`src/rtl/key_array_ctrl_pkg.sv`:
```
// Shared types for the key array front end: channel state encoding and counter sizing.
// Build option KEY_ARRAY_REPEAT_EN (see key_channel) does not change anything here.
package key_pkg;

  typedef enum logic [2:0] {
    IDLE  = 3'd0,
    DB_DN = 3'd1,
    HELD  = 3'd2,
    LONG  = 3'd3,
    DB_UP = 3'd4
  } key_st_t;

  // Width of a tick counter that must reach the largest of three terminal counts.
  function automatic int cnt_width(input int a, input int b, input int c);
    int m;
    m = a;
    if (b > m) m = b;
    if (c > m) m = c;
    return $clog2(m + 1);
  endfunction

endpackage

```
`src/rtl/key_array_ctrl_if.sv`:
```
// Bundle between the raw key pins / UI logic and the key array controller.
// Event outputs are single-cycle strobes with no backpressure: a consumer must
// sample them in the cycle they are high. dbg_state exposes each channel FSM.
interface key_array_ctrl_if #(
  parameter int NUM_KEYS = 4
);
  logic [NUM_KEYS-1:0]      key;
  logic [NUM_KEYS-1:0]      key_state;
  logic [NUM_KEYS-1:0]      press;
  logic [NUM_KEYS-1:0]      release_p;
  logic [NUM_KEYS-1:0]      long_p;
  logic [NUM_KEYS-1:0]      rpt;
  logic                     any_press;
  logic [NUM_KEYS-1:0][2:0] dbg_state;

  modport master (
    output key,
    input  key_state, press, release_p, long_p, rpt, any_press, dbg_state
  );

  modport slave (
    input  key,
    output key_state, press, release_p, long_p, rpt, any_press, dbg_state
  );
endinterface

```
`src/rtl/key_array_ctrl_channel.sv`:
```
// One key channel: 2-flop synchroniser, debounce/long/repeat FSM and tick counter.
// KEY_ARRAY_REPEAT_EN enables rpt strobes in the LONG state; otherwise rpt stays 0.
module key_channel
  import key_pkg::*;
#(
  parameter logic KEY_DOWN_VAL = 1'b0,
  parameter int   DEBOUNCE_TK  = 20,
  parameter int   LONG_TK      = 1000,
  parameter int   REPEAT_TK    = 100
) (
  input  logic       clk,
  input  logic       rst,
  input  logic       tick,
  input  logic       key_raw,
  output logic       key_state,
  output logic       press,
  output logic       release_p,
  output logic       long_p,
  output logic       rpt,
  output logic [2:0] dbg_state
);
  localparam int CW = cnt_width(DEBOUNCE_TK, LONG_TK, REPEAT_TK);
  localparam logic [CW-1:0] DB_LAST   = CW'(DEBOUNCE_TK - 1);
  localparam logic [CW-1:0] LONG_LAST = CW'(LONG_TK - 1);
`ifdef KEY_ARRAY_REPEAT_EN
  localparam logic [CW-1:0] RPT_LAST  = CW'(REPEAT_TK - 1);
`endif

  localparam logic [2:0] S_IDLE  = IDLE;
  localparam logic [2:0] S_DB_DN = DB_DN;
  localparam logic [2:0] S_HELD  = HELD;
  localparam logic [2:0] S_LONG  = LONG;
  localparam logic [2:0] S_DB_UP = DB_UP;

  logic          sync1, sync2, down;
  logic [2:0]    state;
  logic [CW-1:0] tcnt;
  logic          long_flag;

  // Synchroniser idles at the released level so reset never looks like a press.
  always_ff @(posedge clk or posedge rst) begin
    if (rst) begin
      sync1 <= ~KEY_DOWN_VAL;
      sync2 <= ~KEY_DOWN_VAL;
    end else begin
      sync1 <= key_raw;
      sync2 <= sync1;
    end
  end

  assign down      = (sync2 == KEY_DOWN_VAL);
  assign dbg_state = state;

  // Level changes are checked before tick so a coincident tick is dropped.
  always_ff @(posedge clk or posedge rst) begin
    if (rst) begin
      state     <= S_IDLE;
      tcnt      <= '0;
      long_flag <= 1'b0;
      key_state <= 1'b0;
      press     <= 1'b0;
      release_p <= 1'b0;
      long_p    <= 1'b0;
      rpt       <= 1'b0;
    end else begin
      press     <= 1'b0;
      release_p <= 1'b0;
      long_p    <= 1'b0;
      rpt       <= 1'b0;
      case (state)
        S_IDLE: begin
          if (down) begin
            state <= S_DB_DN;
            tcnt  <= '0;
          end
        end
        S_DB_DN: begin
          if (!down) begin
            state <= S_IDLE;
            tcnt  <= '0;
          end else if (tick) begin
            if (tcnt == DB_LAST) begin
              state     <= S_HELD;
              press     <= 1'b1;
              key_state <= 1'b1;
              tcnt      <= '0;
            end else tcnt <= tcnt + 1'b1;
          end
        end
        S_HELD: begin
          if (!down) begin
            state <= S_DB_UP;
            tcnt  <= '0;
          end else if (tick) begin
            if (tcnt == LONG_LAST) begin
              state     <= S_LONG;
              long_p    <= 1'b1;
              long_flag <= 1'b1;
              tcnt      <= '0;
            end else tcnt <= tcnt + 1'b1;
          end
        end
        S_LONG: begin
          if (!down) begin
            state <= S_DB_UP;
            tcnt  <= '0;
          end
`ifdef KEY_ARRAY_REPEAT_EN
          else if (tick) begin
            if (tcnt == RPT_LAST) begin
              rpt  <= 1'b1;
              tcnt <= '0;
            end else tcnt <= tcnt + 1'b1;
          end
`endif
        end
        S_DB_UP: begin
          if (down) begin
            state <= long_flag ? S_LONG : S_HELD;
            tcnt  <= '0;
          end else if (tick) begin
            if (tcnt == DB_LAST) begin
              state     <= S_IDLE;
              release_p <= 1'b1;
              key_state <= 1'b0;
              long_flag <= 1'b0;
              tcnt      <= '0;
            end else tcnt <= tcnt + 1'b1;
          end
        end
        default: begin
          state <= S_IDLE;
          tcnt  <= '0;
        end
      endcase
    end
  end

endmodule

```
`src/rtl/key_array_ctrl.sv`:
```
// Key array front end: shared tick prescaler feeding NUM_KEYS independent key channels.
// Define KEY_ARRAY_REPEAT_EN to get auto-repeat strobes on long-held keys.
module key_array_ctrl
  import key_pkg::*;
#(
  parameter int   NUM_KEYS     = 4,
  parameter logic KEY_DOWN_VAL = 1'b0,
  parameter int   TICK_DIV     = 50000,
  parameter int   DEBOUNCE_TK  = 20,
  parameter int   LONG_TK      = 1000,
  parameter int   REPEAT_TK    = 100
) (
  input logic             clk,
  input logic             rst,
  key_array_ctrl_if.slave kif
);
  localparam int PW = $clog2(TICK_DIV);
  localparam logic [PW-1:0] P_LAST = PW'(TICK_DIV - 1);

  logic [PW-1:0]            pcnt;
  logic                     tick;
  logic [NUM_KEYS-1:0]      key_state_w, press_w, release_w, long_w, rpt_w;
  logic [NUM_KEYS-1:0][2:0] state_w;

  always_ff @(posedge clk or posedge rst) begin
    if (rst)                 pcnt <= '0;
    else if (pcnt == P_LAST) pcnt <= '0;
    else                     pcnt <= pcnt + 1'b1;
  end

  assign tick = (pcnt == P_LAST);

  for (genvar i = 0; i < NUM_KEYS; i++) begin : g_ch
    key_channel #(
      .KEY_DOWN_VAL (KEY_DOWN_VAL),
      .DEBOUNCE_TK  (DEBOUNCE_TK),
      .LONG_TK      (LONG_TK),
      .REPEAT_TK    (REPEAT_TK)
    ) u_ch (
      .clk       (clk),
      .rst       (rst),
      .tick      (tick),
      .key_raw   (kif.key[i]),
      .key_state (key_state_w[i]),
      .press     (press_w[i]),
      .release_p (release_w[i]),
      .long_p    (long_w[i]),
      .rpt       (rpt_w[i]),
      .dbg_state (state_w[i])
    );
  end

  assign kif.key_state = key_state_w;
  assign kif.press     = press_w;
  assign kif.release_p = release_w;
  assign kif.long_p    = long_w;
  assign kif.rpt       = rpt_w;
  assign kif.any_press = |press_w;
  assign kif.dbg_state = state_w;

endmodule
```
`src/flat_wrapper.sv`:
```
// flat-port wrapper written by rule: the top's interface ports become plain ports
module key_array_ctrl_flat import key_pkg::*;
#(
  parameter int   NUM_KEYS     = 4,
  parameter logic KEY_DOWN_VAL = 1'b0,
  parameter int   TICK_DIV     = 50000,
  parameter int   DEBOUNCE_TK  = 20,
  parameter int   LONG_TK      = 1000,
  parameter int   REPEAT_TK    = 100
)
  (clk, rst, kif_key, kif_key_state, kif_press, kif_release_p, kif_long_p, kif_rpt, kif_any_press, kif_dbg_state);
  key_array_ctrl_if #(.NUM_KEYS(NUM_KEYS)) kif_i ();
  input logic clk;
  input logic rst;
  input wire logic [$bits(kif_i.key)-1:0] kif_key;
  output wire logic [$bits(kif_i.key_state)-1:0] kif_key_state;
  output wire logic [$bits(kif_i.press)-1:0] kif_press;
  output wire logic [$bits(kif_i.release_p)-1:0] kif_release_p;
  output wire logic [$bits(kif_i.long_p)-1:0] kif_long_p;
  output wire logic [$bits(kif_i.rpt)-1:0] kif_rpt;
  output wire logic [$bits(kif_i.any_press)-1:0] kif_any_press;
  output wire logic [$bits(kif_i.dbg_state)-1:0] kif_dbg_state;
  assign kif_i.key = kif_key;
  assign kif_key_state = kif_i.key_state;
  assign kif_press = kif_i.press;
  assign kif_release_p = kif_i.release_p;
  assign kif_long_p = kif_i.long_p;
  assign kif_rpt = kif_i.rpt;
  assign kif_any_press = kif_i.any_press;
  assign kif_dbg_state = kif_i.dbg_state;
  key_array_ctrl #(.NUM_KEYS(NUM_KEYS), .KEY_DOWN_VAL(KEY_DOWN_VAL), .TICK_DIV(TICK_DIV), .DEBOUNCE_TK(DEBOUNCE_TK), .LONG_TK(LONG_TK), .REPEAT_TK(REPEAT_TK)) u_core (.clk(clk), .rst(rst), .kif(kif_i));
endmodule
```
`config.mk`:
```
export PLATFORM = sky130hd
export DESIGN_NAME = key_array_ctrl_flat
export DESIGN_NICKNAME = d
export VERILOG_FILES = /design/src/rtl/key_array_ctrl_pkg.sv /design/src/rtl/key_array_ctrl_if.sv /design/src/rtl/key_array_ctrl_channel.sv /design/src/rtl/key_array_ctrl.sv /design/src/flat_wrapper.sv
export SDC_FILE = /design/constraint.sdc
export NUM_CORES = 1
export LEC_CHECK = 0
export ABC_AREA = 1
export CORE_ASPECT_RATIO = 1.25
export CORE_MARGIN = 2
export CORE_UTILIZATION = 50
export DETAILED_ROUTE_END_ITERATION = 8
export PLACE_DENSITY_LB_ADDON = 0.1
export SETUP_SLACK_MARGIN = 0.5
export SLEW_MARGIN = 10
export SYNTH_ARGS = -nofsm -noshare
export SYNTH_HDL_FRONTEND = slang
export SYNTH_HIERARCHICAL = 1
export SYNTH_SLANG_ARGS = --single-unit
```
`constraint.sdc`:
```
create_clock -name clk -period 4.7 [get_ports clk]
set_input_delay 0.94 -clock clk [delete_from_list [all_inputs] [get_ports clk]]
set_output_delay 0.94 -clock clk [all_outputs]
set_load 0.02 [all_outputs]
```
==> flow_metrics.env <==
export IMPL_status="complete, no violations"
export IMPL_wl_met3_um=483
export IMPL_skew_ns=0.00844
export IMPL_crit_path_start_kind="register"
export IMPL_core_area_mm2=0.0117
export IMPL_ios=39
export IMPL_rr_worst_depth=11
export IMPL_seq_area_frac_synth_pct=39.9
export IMPL_io_buffers=34
export IMPL_first_global_vias=5205
export IMPL_nNetsFinal=878
export IMPL_grt_max_degree=32
export IMPL_ys_types=39
export IMPL_initial_core_util_pct=51.6
export IMPL_cts_setup_buffers=0
export IMPL_design_area_mm2=0.00676
export IMPL_pwr_density_cell_mw_per_mm2=381
export IMPL_drt_wl_total_mm=13.7
export IMPL_netlist_area_mm2=0.00605
export IMPL_crit_type="reg2out"
export IMPL_via_count=5318
export IMPL_period_share_pct=54.7
export IMPL_postSynthCellCount=839
export IMPL_hpwl_mm=10.1
export IMPL_wirelength_met1_mm=5.85
export IMPL_grt_use_total_pct=22.4
export IMPL_endpoint_kind="output pin"
export IMPL_cts_buffer_depth=2
export IMPL_antenna_found_initial=0
export IMPL_drtAntennaViolNets=0
export IMPL_synth_edff_count=0
export IMPL_num_fill_cells=1096
export IMPL_numCtsBuffers=9
export IMPL_place_inst=1017
export IMPL_cts_tree="done"
export IMPL_hold_class="reg2reg"
export IMPL_gp_congestion=0.926
export IMPL_drt_pass1_iterations=5
export IMPL_total_power_w=0.00257
export IMPL_fp_dieH_um=127
export IMPL_grt_pass1_wl_mm=23.6
export IMPL_crit_fanout=2
export IMPL_ys_async_sr_fraction_pct=100
export IMPL_hold_buffers=0
export IMPL_cts_resized=0
export IMPL_irDropWorstVdd_mv=0.188
export IMPL_syn_to_final_growth_pct=11.6
export IMPL_arrival_ns=1.63
export IMPL_grt_ovfl_total=0
export IMPL_wl_met2_mm=7.20
export IMPL_hold_viol=0
export IMPL_n_antenna_cell=0
export IMPL_vias_per_cell=5.15
export IMPL_cellLeakagePower_nw=3.26
export IMPL_rsz0062_at_grt="no"
export IMPL_setup_viol=0
export IMPL_highest_layer="met4"
export IMPL_drc=0
export IMPL_finalCriticalPeriod_ns=2.57
export IMPL_min_path_cells=0
export IMPL_row_count=44
export IMPL_die_x_um=102
export IMPL_maxCapViolations=0
export IMPL_placement_cell_area_mm2=0.00647
export IMPL_synth_warnings=6
export IMPL_stdcell_count=1033
export IMPL_synth_flop_cell="dfrtp_1"
export IMPL_cts_root_buf="clkbuf_16"
export IMPL_die_area_mm2=0.0130
export IMPL_tightest_slew_ns=0.823
export IMPL_synth_avg_cell_area_um2=7.21
export IMPL_drt_initial_drc_count=232
export IMPL_max_slew_margin_rel_pct=45.1
export IMPL_final_util_pct=57.6
export IMPL_post_drt_wl_per_cell_um=13.3
export IMPL_required_ns=3.76
export IMPL_clkSinkCount=96
export IMPL_ys_ff_latch=96
export IMPL_drive_above_1_share_pct=11.0
export IMPL_htreeDepth=3
export IMPL_clk_latency_ns=0.34
export IMPL_syn_nets=850
export IMPL_clk_pin_slew_worst_paths_ns=0.07
export IMPL_fin_setup_tns_ns=0
export IMPL_fmax_mhz=389
export IMPL_drv_slew=0
-- registers in the layout (all words and copies together), names as in the netlist --
name,count
u_core/g_ch.u_ch/press,4
u_core/g_ch.u_ch/sync1,4
u_core/g_ch.u_ch/sync2,4
u_core/g_ch.u_ch/tcnt,40
u_core/g_ch.u_ch/long_flag,4
u_core/pcnt,16
u_core/g_ch.u_ch/key_state,4
u_core/g_ch.u_ch/release_p,4
u_core/g_ch.u_ch/long_p,4
u_core/g_ch.u_ch/dbg_state,12
-- cell usage after synthesis (all sizes together) (4+ instances only) --
cell	n	area (um2)
nand2	233	945
nor2	128	551
inv	123	462
nand3	90	563
dfrtp	88	2200
o21ai	42	210
a21oi	34	178
xor2	21	184
buf	16	118
nand4	11	90.1
nor3	10	81.3
dfstp	8	210
a31oi	7	43.8
ha	5	62.6
conb	4	15.0
-- metal layers --
layer	track usage, %	vias to the layer above
li1	-	2691
met3	2.79	12
met4	5.73	0
met2	39.8	117
met1	28.6	2498
met5	0	-
-- worst max-delay path: stages (launching register included) --
cell             delay [ns]
dfrtp_1                0.40
nor2_1                 0.27
nand2_1                0.08
clkdlybuf4s50_1        0.54
-- final timing paths --
check | startpoint | to | slack [ns]
setup / recovery | u_core/g_ch[1].u_ch/press | kif_any_press | 2.13
hold / removal | u_core/g_ch[0].u_ch/sync1 | u_core/g_ch[0].u_ch/sync2 | 0.36
setup reg to reg | u_core/pcnt[0] | u_core/g_ch[1].u_ch/dbg_state[0] | 2.26
hold reg to reg | u_core/g_ch[0].u_ch/sync1 | u_core/g_ch[0].u_ch/sync2 | 0.36
max in group asynchronous | rst | u_core/g_ch[0].u_ch/press | 2.96
min in group asynchronous | rst | u_core/pcnt[3] | 1.15
-- final cells by class --
class / instances / area [um2] / share of cell area (%)
flip-flops and latches: 96 / 2410 / 35.7
well taps: 161 / 201 / 2.98
repair buffers: 34 / 340 / 5.04
clock inverters: 6 / 43.8 / 0.648
multi-input cells: 603 / 3060 / 45.2
inverters: 123 / 462 / 6.83
clock buffers: 10 / 239 / 3.54
-- cells by family (layout without fill, tap and decap cells) --
family / Yosys count / in the layout / share of synthesized area [%]
other: 4 / 4 / 0.248
AOI/OAI and AO/OA: 92 / 92 / 8.25
DFF: 96 / 96 / 39.9
xor gates and xnor gates: 24 / 24 / 3.47
and+or+nand+nor: 478 / 478 / 37.5
adders and majority gates: 5 / 5 / 1.03
buffers and inverters: 140 / 173 / 9.63
-- cell usage in the layout (no fill, tap or decap), drive strengths merged --
| cell | netlist | routed |
|---|---|---|
| a31oi | 7 | 7 |
| dfrtp | 88 | 88 |
| xor2 | 21 | 21 |
| nand2 | 233 | 233 |
| nand4 | 11 | 11 |
| a21oi | 34 | 34 |
| dfstp | 8 | 8 |
| nand3 | 90 | 90 |
| clkinvlp | 0 | 1 |
| xnor2 | 3 | 3 |
| clkinv | 0 | 4 |
| conb | 4 | 4 |
| nor4 | 3 | 3 |
| o21ai | 42 | 42 |
| or2 | 1 | 1 |
| a211oi | 3 | 3 |
| ha | 5 | 5 |
| nor3 | 10 | 10 |
| o31ai | 3 | 3 |
| nand3b | 1 | 1 |
| clkbuf | 1 | 10 |
| clkdlybuf4s50 | 0 | 34 |
| nor3b | 1 | 1 |
| inv | 123 | 124 |
| nor2 | 128 | 128 |
| o21bai | 3 | 3 |
-- power by group --
part / switching [W] / internal, W / leakage, nW / total (W)
clock network: 0.000323 / 0.000375 / 0.139 / 0.000698
registers: 0.0000750 / 0.000873 / 1.29 / 0.000948
logic: 0.000629 / 0.000299 / 1.83 / 0.000928
total: 0.00103 / 0.00155 / 3.26 / 0.00257
-- metrics by stage --
step,hold WS (ns),setup WS [ns]
6_report,0.356,2.13
5_1_grt,0.360,1.96
3_3_place_gp,0.348,2.37
3_5_place_dp,0.348,2.28
2_1_floorplan,0.345,2.75
4_1_cts,0.358,2.05
Power figures use the tool's default switching activity.
